[src/rtl/gcd_seq_ctrl_pkg.sv]
`default_nettype none
// ============================================================================
// Module : gcd_seq_ctrl_pkg
// Brief  : Shared types and defaults for the sequential GCD controller.
// Rev    : 1.0 - initial release
// ============================================================================
package gcd_seq_ctrl_pkg;

  localparam int C_DEFAULT_WIDTH = 4;

  typedef enum logic [1:0] {
    IDLE = 2'd0,
    CALC = 2'd1,
    DONE = 2'd2
  } state_t;

endpackage : gcd_seq_ctrl_pkg
`default_nettype wire

[src/rtl/gcd_step.sv]
`default_nettype none
// ============================================================================
// Module : gcd_step
// Brief  : Compare/subtract datapath for one Euclid subtraction step.
// Rev    : 1.0 - initial release
// ============================================================================
module gcd_step #(
  parameter int WIDTH = 4
) (
  input  logic [WIDTH-1:0] a,
  input  logic [WIDTH-1:0] b,
  output logic             a_gt_b,
  output logic             a_eq_b,
  output logic             a_zero,
  output logic             b_zero,
  output logic [WIDTH-1:0] diff
);

  always_comb begin
    a_gt_b = (a > b);
    a_eq_b = (a == b);
    a_zero = (a == '0);
    b_zero = (b == '0);
    // Larger minus smaller only, so the result never borrows.
    diff   = a_gt_b ? (a - b) : (b - a);
  end

endmodule : gcd_step
`default_nettype wire

[src/rtl/gcd_seq_ctrl.sv]
`default_nettype none
// ============================================================================
// Module : gcd_seq_ctrl
// Brief  : Subtraction-based GCD engine with start/busy/done handshake.
// Rev    : 1.0 - initial release
// ============================================================================
module gcd_seq_ctrl
  import gcd_seq_ctrl_pkg::*;
#(
  parameter int WIDTH = C_DEFAULT_WIDTH
) (
  input  logic             clk,
  input  logic             rst_n,
  input  logic             start,
  input  logic [WIDTH-1:0] a_in,
  input  logic [WIDTH-1:0] b_in,
  output logic             busy,
  output logic             done,
  output logic [WIDTH-1:0] gcd_out,
  output logic [WIDTH:0]   steps
);

  localparam logic [WIDTH:0] C_STEPS_MAX = '1;

  state_t           r_state;
  state_t           w_state_nxt;
  logic [WIDTH-1:0] r_a;
  logic [WIDTH-1:0] r_b;
  logic [WIDTH-1:0] r_gcd;
  logic [WIDTH:0]   r_steps;

  logic             w_a_gt_b;
  logic             w_a_eq_b;
  logic             w_a_zero;
  logic             w_b_zero;
  logic [WIDTH-1:0] w_diff;
  logic             w_term;

  gcd_step #(
    .WIDTH (WIDTH)
  ) u_step (
    .a      (r_a),
    .b      (r_b),
    .a_gt_b (w_a_gt_b),
    .a_eq_b (w_a_eq_b),
    .a_zero (w_a_zero),
    .b_zero (w_b_zero),
    .diff   (w_diff)
  );

  assign w_term = w_a_zero | w_b_zero | w_a_eq_b;

  always_ff @(posedge clk or negedge rst_n) begin
    if (!rst_n) begin
      r_state <= IDLE;
    end else begin
      r_state <= w_state_nxt;
    end
  end

  always_comb begin
    w_state_nxt = r_state;
    case (r_state)
      IDLE:    if (start) w_state_nxt = CALC;
      CALC:    if (w_term) w_state_nxt = DONE;
      DONE:    w_state_nxt = IDLE;
      default: w_state_nxt = IDLE;
    endcase
  end

  always_comb begin
    busy = 1'b0;
    done = 1'b0;
    case (r_state)
      CALC: begin
        busy = 1'b1;
      end
      DONE: begin
        busy = 1'b1;
        done = 1'b1;
      end
      default: begin
        busy = 1'b0;
        done = 1'b0;
      end
    endcase
  end

  // Operand registers, result and step counter; operands load only from IDLE.
  always_ff @(posedge clk or negedge rst_n) begin
    if (!rst_n) begin
      r_a     <= '0;
      r_b     <= '0;
      r_gcd   <= '0;
      r_steps <= '0;
    end else begin
      case (r_state)
        IDLE: begin
          if (start) begin
            r_a     <= a_in;
            r_b     <= b_in;
            r_steps <= '0;
          end
        end
        CALC: begin
          if (w_a_zero) begin
            r_gcd <= r_b;
          end else if (w_b_zero || w_a_eq_b) begin
            r_gcd <= r_a;
          end else begin
            if (w_a_gt_b) begin
              r_a <= w_diff;
            end else begin
              r_b <= w_diff;
            end
            if (r_steps != C_STEPS_MAX) begin
              r_steps <= r_steps + 1'b1;
            end
          end
        end
        default: begin
        end
      endcase
    end
  end

  assign gcd_out = r_gcd;
  assign steps   = r_steps;

endmodule : gcd_seq_ctrl
`default_nettype wire
[config.mk]
export PLATFORM = sky130hd
export DESIGN_NAME = gcd_seq_ctrl
export DESIGN_NICKNAME = d
export VERILOG_FILES = /design/src/rtl/gcd_seq_ctrl_pkg.sv /design/src/rtl/gcd_step.sv /design/src/rtl/gcd_seq_ctrl.sv
export SDC_FILE = /design/constraint.sdc
export NUM_CORES = 1
export LEC_CHECK = 0
export ABC_CLOCK_PERIOD_IN_PS = 3100
export BUFFER_PORTS_ARGS = -buffer_cell sky130_fd_sc_hd__buf_2
export CELL_PAD_IN_SITES_DETAIL_PLACEMENT = 1
export CELL_PAD_IN_SITES_GLOBAL_PLACEMENT = 1
export CORE_MARGIN = 2
export CORE_UTILIZATION = 44
export CTS_BUF_LIST = sky130_fd_sc_hd__clkbuf_8
export CTS_CLUSTER_DIAMETER = 100
export DETAILED_ROUTE_END_ITERATION = 10
export PLACE_DENSITY_LB_ADDON = 0.1
export SLEW_MARGIN = 20
export SYNTH_ARGS = -nofsm -noshare
export SYNTH_HDL_FRONTEND = slang
export SYNTH_SLANG_ARGS = --single-unit
[constraint.sdc]
create_clock -name clk -period 3.1 [get_ports clk]
set_input_delay 0.62 -clock clk [delete_from_list [all_inputs] [get_ports clk]]
set_output_delay 0.62 -clock clk [all_outputs]
set_load 0.1 [all_outputs]
; ---- After elaboration in Yosys (flattened, before gate mapping)
; Cells that the tools add are included.
; W data, S select, Z words.
[word_totals]
reg_bits = 19
latchBits = 0
ram_bits = 0
mem_bits_ro = 0
input_bits = 11
wordCells = 57
n_memories = 0
[op_classes]
add_sub_neg = 3
n_mul = 0
div_mod_pow = 0
magnitude_cmp = 1
eq_ne = 11
n_shift = 0
mux = 23
bitwise = 2
reduce_logical = 12
[op_table]
columns = op, n
row1 = $mux W4, 11
row2 = $mux W5, 4
row3 = $pmux W4 S2, 2
row4 = $reduce_and A5 Y1, 3
row5 = $ne A2 B2 Y1 const B, 6
row6 = $pmux W5 S2, 1
row7 = $logic_not A4 Y1, 2
row8 = $sub A4 B4 Y4, 2
row9 = $add A5 B1 Y5 const B, 1
row10 = $ne A5 B5 Y1 const B, 1
row11 = $eq A4 B4 Y1, 1
row12 = $gt A4 B4 Y1, 1
row13 = $mux W2, 2
row14 = $pmux W2 S2, 1
row15 = $reduce_and A2 Y1, 2
row16 = $reduce_bool A2 Y1, 2
row17 = $eq A2 B1 Y1 const B, 1
row18 = $eq A2 B2 Y1 const B, 1
row19 = $logic_not A2 Y1, 1
row20 = $mux W1, 2
row21 = $ne A2 B1 Y1 const B, 1
row22 = $or A1 B1 Y1, 2
row23 = $reduce_or A2 Y1, 1
row24 = $logic_or A1 B1 Y1, 1

; ---- Logic depth before layout (Yosys ltp)
[depth]
depth_word = 6
depth_mapped = 9

; ---- Hierarchy
; From an unflattened synthesis, not the netlist that was laid out.
[hier_totals]
cells_unflattened = 143
area_unflattened_um2 = 1406.3
[modules_own_cells]
columns = module, instances, cells_per_inst, area_each_um2
row1 = gcd_seq_ctrl, 1, 106, 1114.8
row2 = gcd_step, 1, 37, 291.5

; ---- Worst setup path before layout
; Ideal clock, no wire load.
[synth_path]
kind = reg2reg
start = register r_a[1]
end = register r_a[3]
t_arrival_ns = 2.143
required_ns = 3.021
path_slack_ns = 0.878
path_stages_with_launch = 8
path_buffers = 1
synth_period_minus_slack_ns = 2.222
path_cell_list = dfrtp_1 inv_1 ha_1 and4_4 or3_1 clkbuf_2 or4_1 a2bb2oi_1
[synth_between]
elab_chain_len = 6
elab_cells_between_ends = 15
classes_between = 2 x add/sub / 1 x order compare / 4 x eq/ne / 5 x mux / 3 x reduce/logical
[synth_lines]
columns = item, line_no
row1 = start: declaration, gcd_seq_ctrl.sv:27  ; logic [WIDTH-1:0] r_a;
row2 = start signal: assignment, gcd_seq_ctrl.sv:100  ; r_a <= a_in;
row3 = start signal: assignment, gcd_seq_ctrl.sv:112  ; r_a <= w_diff;
row4 = $sub A4 B4 Y4 / $gt A4 B4 Y1 (equally long branches), "gcd_step.sv:25, gcd_step.sv:20"
row5 = $mux W4, gcd_step.sv:25  ; diff = a_gt_b ? (a - b) : (b - a);
row6 = $mux W4, gcd_seq_ctrl.sv:111  ; if (w_a_gt_b) begin
row7 = $mux W4, gcd_seq_ctrl.sv:108  ; end else if (w_b_zero || w_a_eq_b) begin
row8 = $mux W4, gcd_seq_ctrl.sv:106  ; if (w_a_zero) begin
row9 = $pmux W4 S2, gcd_seq_ctrl.sv:97  ; case (r_state)
; Parallel ways exist; a longest one is shown, timed or not. The select of a mux whose other input is x is not followed.
; A chain may end at the register's enable or synchronous reset.

; ---- Worst setup path after layout
[layout_path]
start = register r_a[1]
end = register r_a[0]
[layout_between]
elab_chain_len = 6
elab_cells_between_ends = 13
classes_between = 1 x order compare / 4 x eq/ne / 5 x mux / 3 x reduce/logical
[layout_lines]
columns = item, line_no
row1 = $gt A4 B4 Y1, gcd_step.sv:20  ; a_gt_b = (a > b);
row2 = $mux W4, gcd_step.sv:25
row3 = $mux W4, gcd_seq_ctrl.sv:111
row4 = $mux W4, gcd_seq_ctrl.sv:108
row5 = $mux W4, gcd_seq_ctrl.sv:106
row6 = $pmux W4 S2, gcd_seq_ctrl.sv:97
; Parallel ways exist; a longest one is shown, timed or not. The select of a mux whose other input is x is not followed.

==> impl_results.md <==
- Outcome: complete, no violations
- Top cells by area, synth: dfrtp_1, ha_1, inv_1
- Syn Nets: 175
- Clock Tree Buf Depth: 2
- Crit path largest cell delay: 0.52 ns
- Syn Inst Count: 149
- Max-cap violation count: 0
- Final worst setup slack: 0.637 ns
- Share of the yosys chip area belonging to registers: 35.5%
- Die width: 59.1 um
- Initial core utilization: 44.9%
- Setup total negative slack: 0 ns
- Drt pass-1 iters: 4
- CTS tree: done
- Post-detailed-route count of antenna-violating nets: 0
- Peak fanout along the critical path: 7
- Avg Cell Area, Syn: 8.98 um^2
- R2R depth: 6
- Clock Tree Root: clkbuf_8
- Via count: 1145
- Fmax: 406 MHz
- # DRC: 0
- Hold-fix buffers, CTS: 0
- Main combinational cell family by area after synthesis: simple AND/OR/NAND/NOR gates
- Cell Rows: 20
- CP required: 3.22 ns
- Final min period: 2.46 ns
- TritonCTS Buffers: 3
- Antenna violations before repair: 0
- Crit Reg-Reg Endpoint: r_a[0]$_DFFE_PN0P_
- Most frequent cell after synthesis: dfrtp_1
- Worst clock skew: 0.00304 ns
- DIE AREA: 0.00350 mm^2
- Crit-path slowest cell: dfrtp_1
- Congestion Overflow GR: 0
- Mapped Area: 0.00134 mm^2
- Top cell type's share of synthesized area: 35.5%
- Simple-gate share of the synthesized area: 18.2%
- Layout cell share with drive strength beyond 1: 19.3%
- Synth warnings: 0
- Post-synthesis xor/xnor area fraction: 3.93%
- Worst setup SP type: flip-flop
- #FFs+latches synth: 19
- Vias in the first global route: 1204
- Dpl cells: 200
- I/O Buffers: 21
- Initial DRC Count: 38
- Io pins: 22
- Via/cell ratio: 5.61
- Critical path class: reg -> reg
- Asr flop ratio synth: 100%
- Worst slack, placed: 0.676 ns
- Post-synthesis adder-cell area fraction: 15.2%
- Pin slew with the least headroom to its limit: 0.619 ns
- Largest net degree at the start of global routing: 20
- Arr. time, crit path: 2.58 ns
- Setup-failing EPs final: 0
- Post-synth top area cell: dfrtp_1
- Most frequent cells after synthesis: dfrtp_1, inv_1, nor2_1, ha_1, nand2_1
- Library cells used by synthesis: 40
- Compound-gate portion of the synthesized area: 17.7%
- FF-to-FF Start: r_a[1]$_DFFE_PN0P_
- Die H: 59.1 um
- Global-route wire length before repair: 5840 um
- Area delta synth->final: 13.3%
- Post-CTS sizing: 0
- Mux contribution to synthesized area: 2.99%
- Final Hold Vio Count: 0
- GPL Wtd Cong: 0.860
- Post-Route WL: 3380 um
- Sequence of cells on the critical path: inv_1, ha_1, and4_4, or3_1, o31ai_1, o221ai_1
- R2r setup slk: 0.64 ns
- Clock slew at reported path FFs: 0.08 ns
- Max-slew headroom: 58.7%
- N_diodes: 0
- Non-Filler Instances: 204
- Total Routing Usage GR: 22.3%
- Core Box Area: 0.00298 mm^2
- RSZ-0062 raised after global routing: false
- Tcrit/Tclk final: 79.5%
- Fin. max-slew vios: 0
- Hold crit path type: in -> async
- WL/cell: 16.5 um
- Postcts setup bufs: 0
- CTS sink cnt: 19
- Hpwl dp: 2640 um
- Worst-Skew Late Latency: 0.26 ns
- Post-synth EDFFs: 0
- CP Capture Type: flip-flop
- H-tree Lvls: 1
- Final #Nets: 198
- Primary FF master, synth: dfrtp_1
[worst max path at each step]
stage	startpoint	end	slack (ns)	cells past startpoint
6_report	r_a[1]$_DFFE_PN0P_	r_a[0]$_DFFE_PN0P_	0.64	6
5_1_grt	r_a[0]$_DFFE_PN0P_	r_b[0]$_DFFE_PN0P_	0.42	9
4_1_cts	r_a[1]$_DFFE_PN0P_	r_a[0]$_DFFE_PN0P_	0.64	6
3_5_place_dp	r_a[2]$_DFFE_PN0P_	r_a[0]$_DFFE_PN0P_	0.68	6
3_3_place_gp	r_a[1]$_DFFE_PN0P_	r_a[2]$_DFFE_PN0P_	0.75	7
2_1_floorplan	r_a[1]$_DFFE_PN0P_	r_a[3]$_DFFE_PN0P_	0.88	7
[worst max-delay path, delay by kind of cell (launching register included)]
family                   cells  cell delay [ns]
AO/OA/AOI/OAI                2             0.72
buffers and inverters        1             0.09
AND/OR/NAND/NOR              2             0.65
adder cells (fa/ha/maj)      1             0.34
flip-flops                   1             0.52
[routing by layer]
layer  part of all wire, %  up-vias  wire (um)  GRT usage, %
met5                     0        -          0             0
met4                   1.4        0         46          5.84
met3                   3.0        6        101          3.93
met2                    49       21       1670          37.8
met1                    46      551       1560          29.2
li1                      -      567          -             -
[layout make-up]
type | count | area, um^2
tap | 33 | 41.3
inverter | 15 | 56.3
sequential | 19 | 475
fill | 366 | 1460
multi-input combinational | 110 | 776
clock inverter | 1 | 5.00
clock buffer | 3 | 41.3
timing repair buffer | 23 | 120
[stage by stage]
step	hold slack, ns	util, %	area (um^2)
detailed placement	0.469	49.3	1470
finish	0.298	50.9	1520
CTS	0.313	50.9	1520
global route	0.329	50.9	1520
global placement	0.461	49.3	1470
floorplan	0.324	-	1340
[registers in the layout, summed over array words and instances, names as in the netlist]
register  count
gcd_out       4
steps         5
r_state       2
r_b           4
r_a           4
[cell families after synthesis]
kind of cell	after synthesis
muxes	4
adders and majority gates	15
DFF	19
buffers and inverters	20
xor gates and xnor gates	6
and+or+nand+nor	49
AOI/OAI and AO/OA	36
[cell usage in the layout (no fill, tap or decap), types with 3 or more instances in the layout]
cell type and count:
a21oi_1 11, buf_2 21, clkbuf_8 3, dfrtp_1 19, ha_1 13, inv_1 15, mux2i_1 4, nand2_1 13
nand2b_1 3, nor2_1 14, nor3_1 5, nor4_1 3, o21ai_0 8, o22a_1 3, xnor2_1 3, xor2_1 3
Power is not shown: default switching activity piles up to over one toggle a cycle in this logic, so the estimate is an artifact.
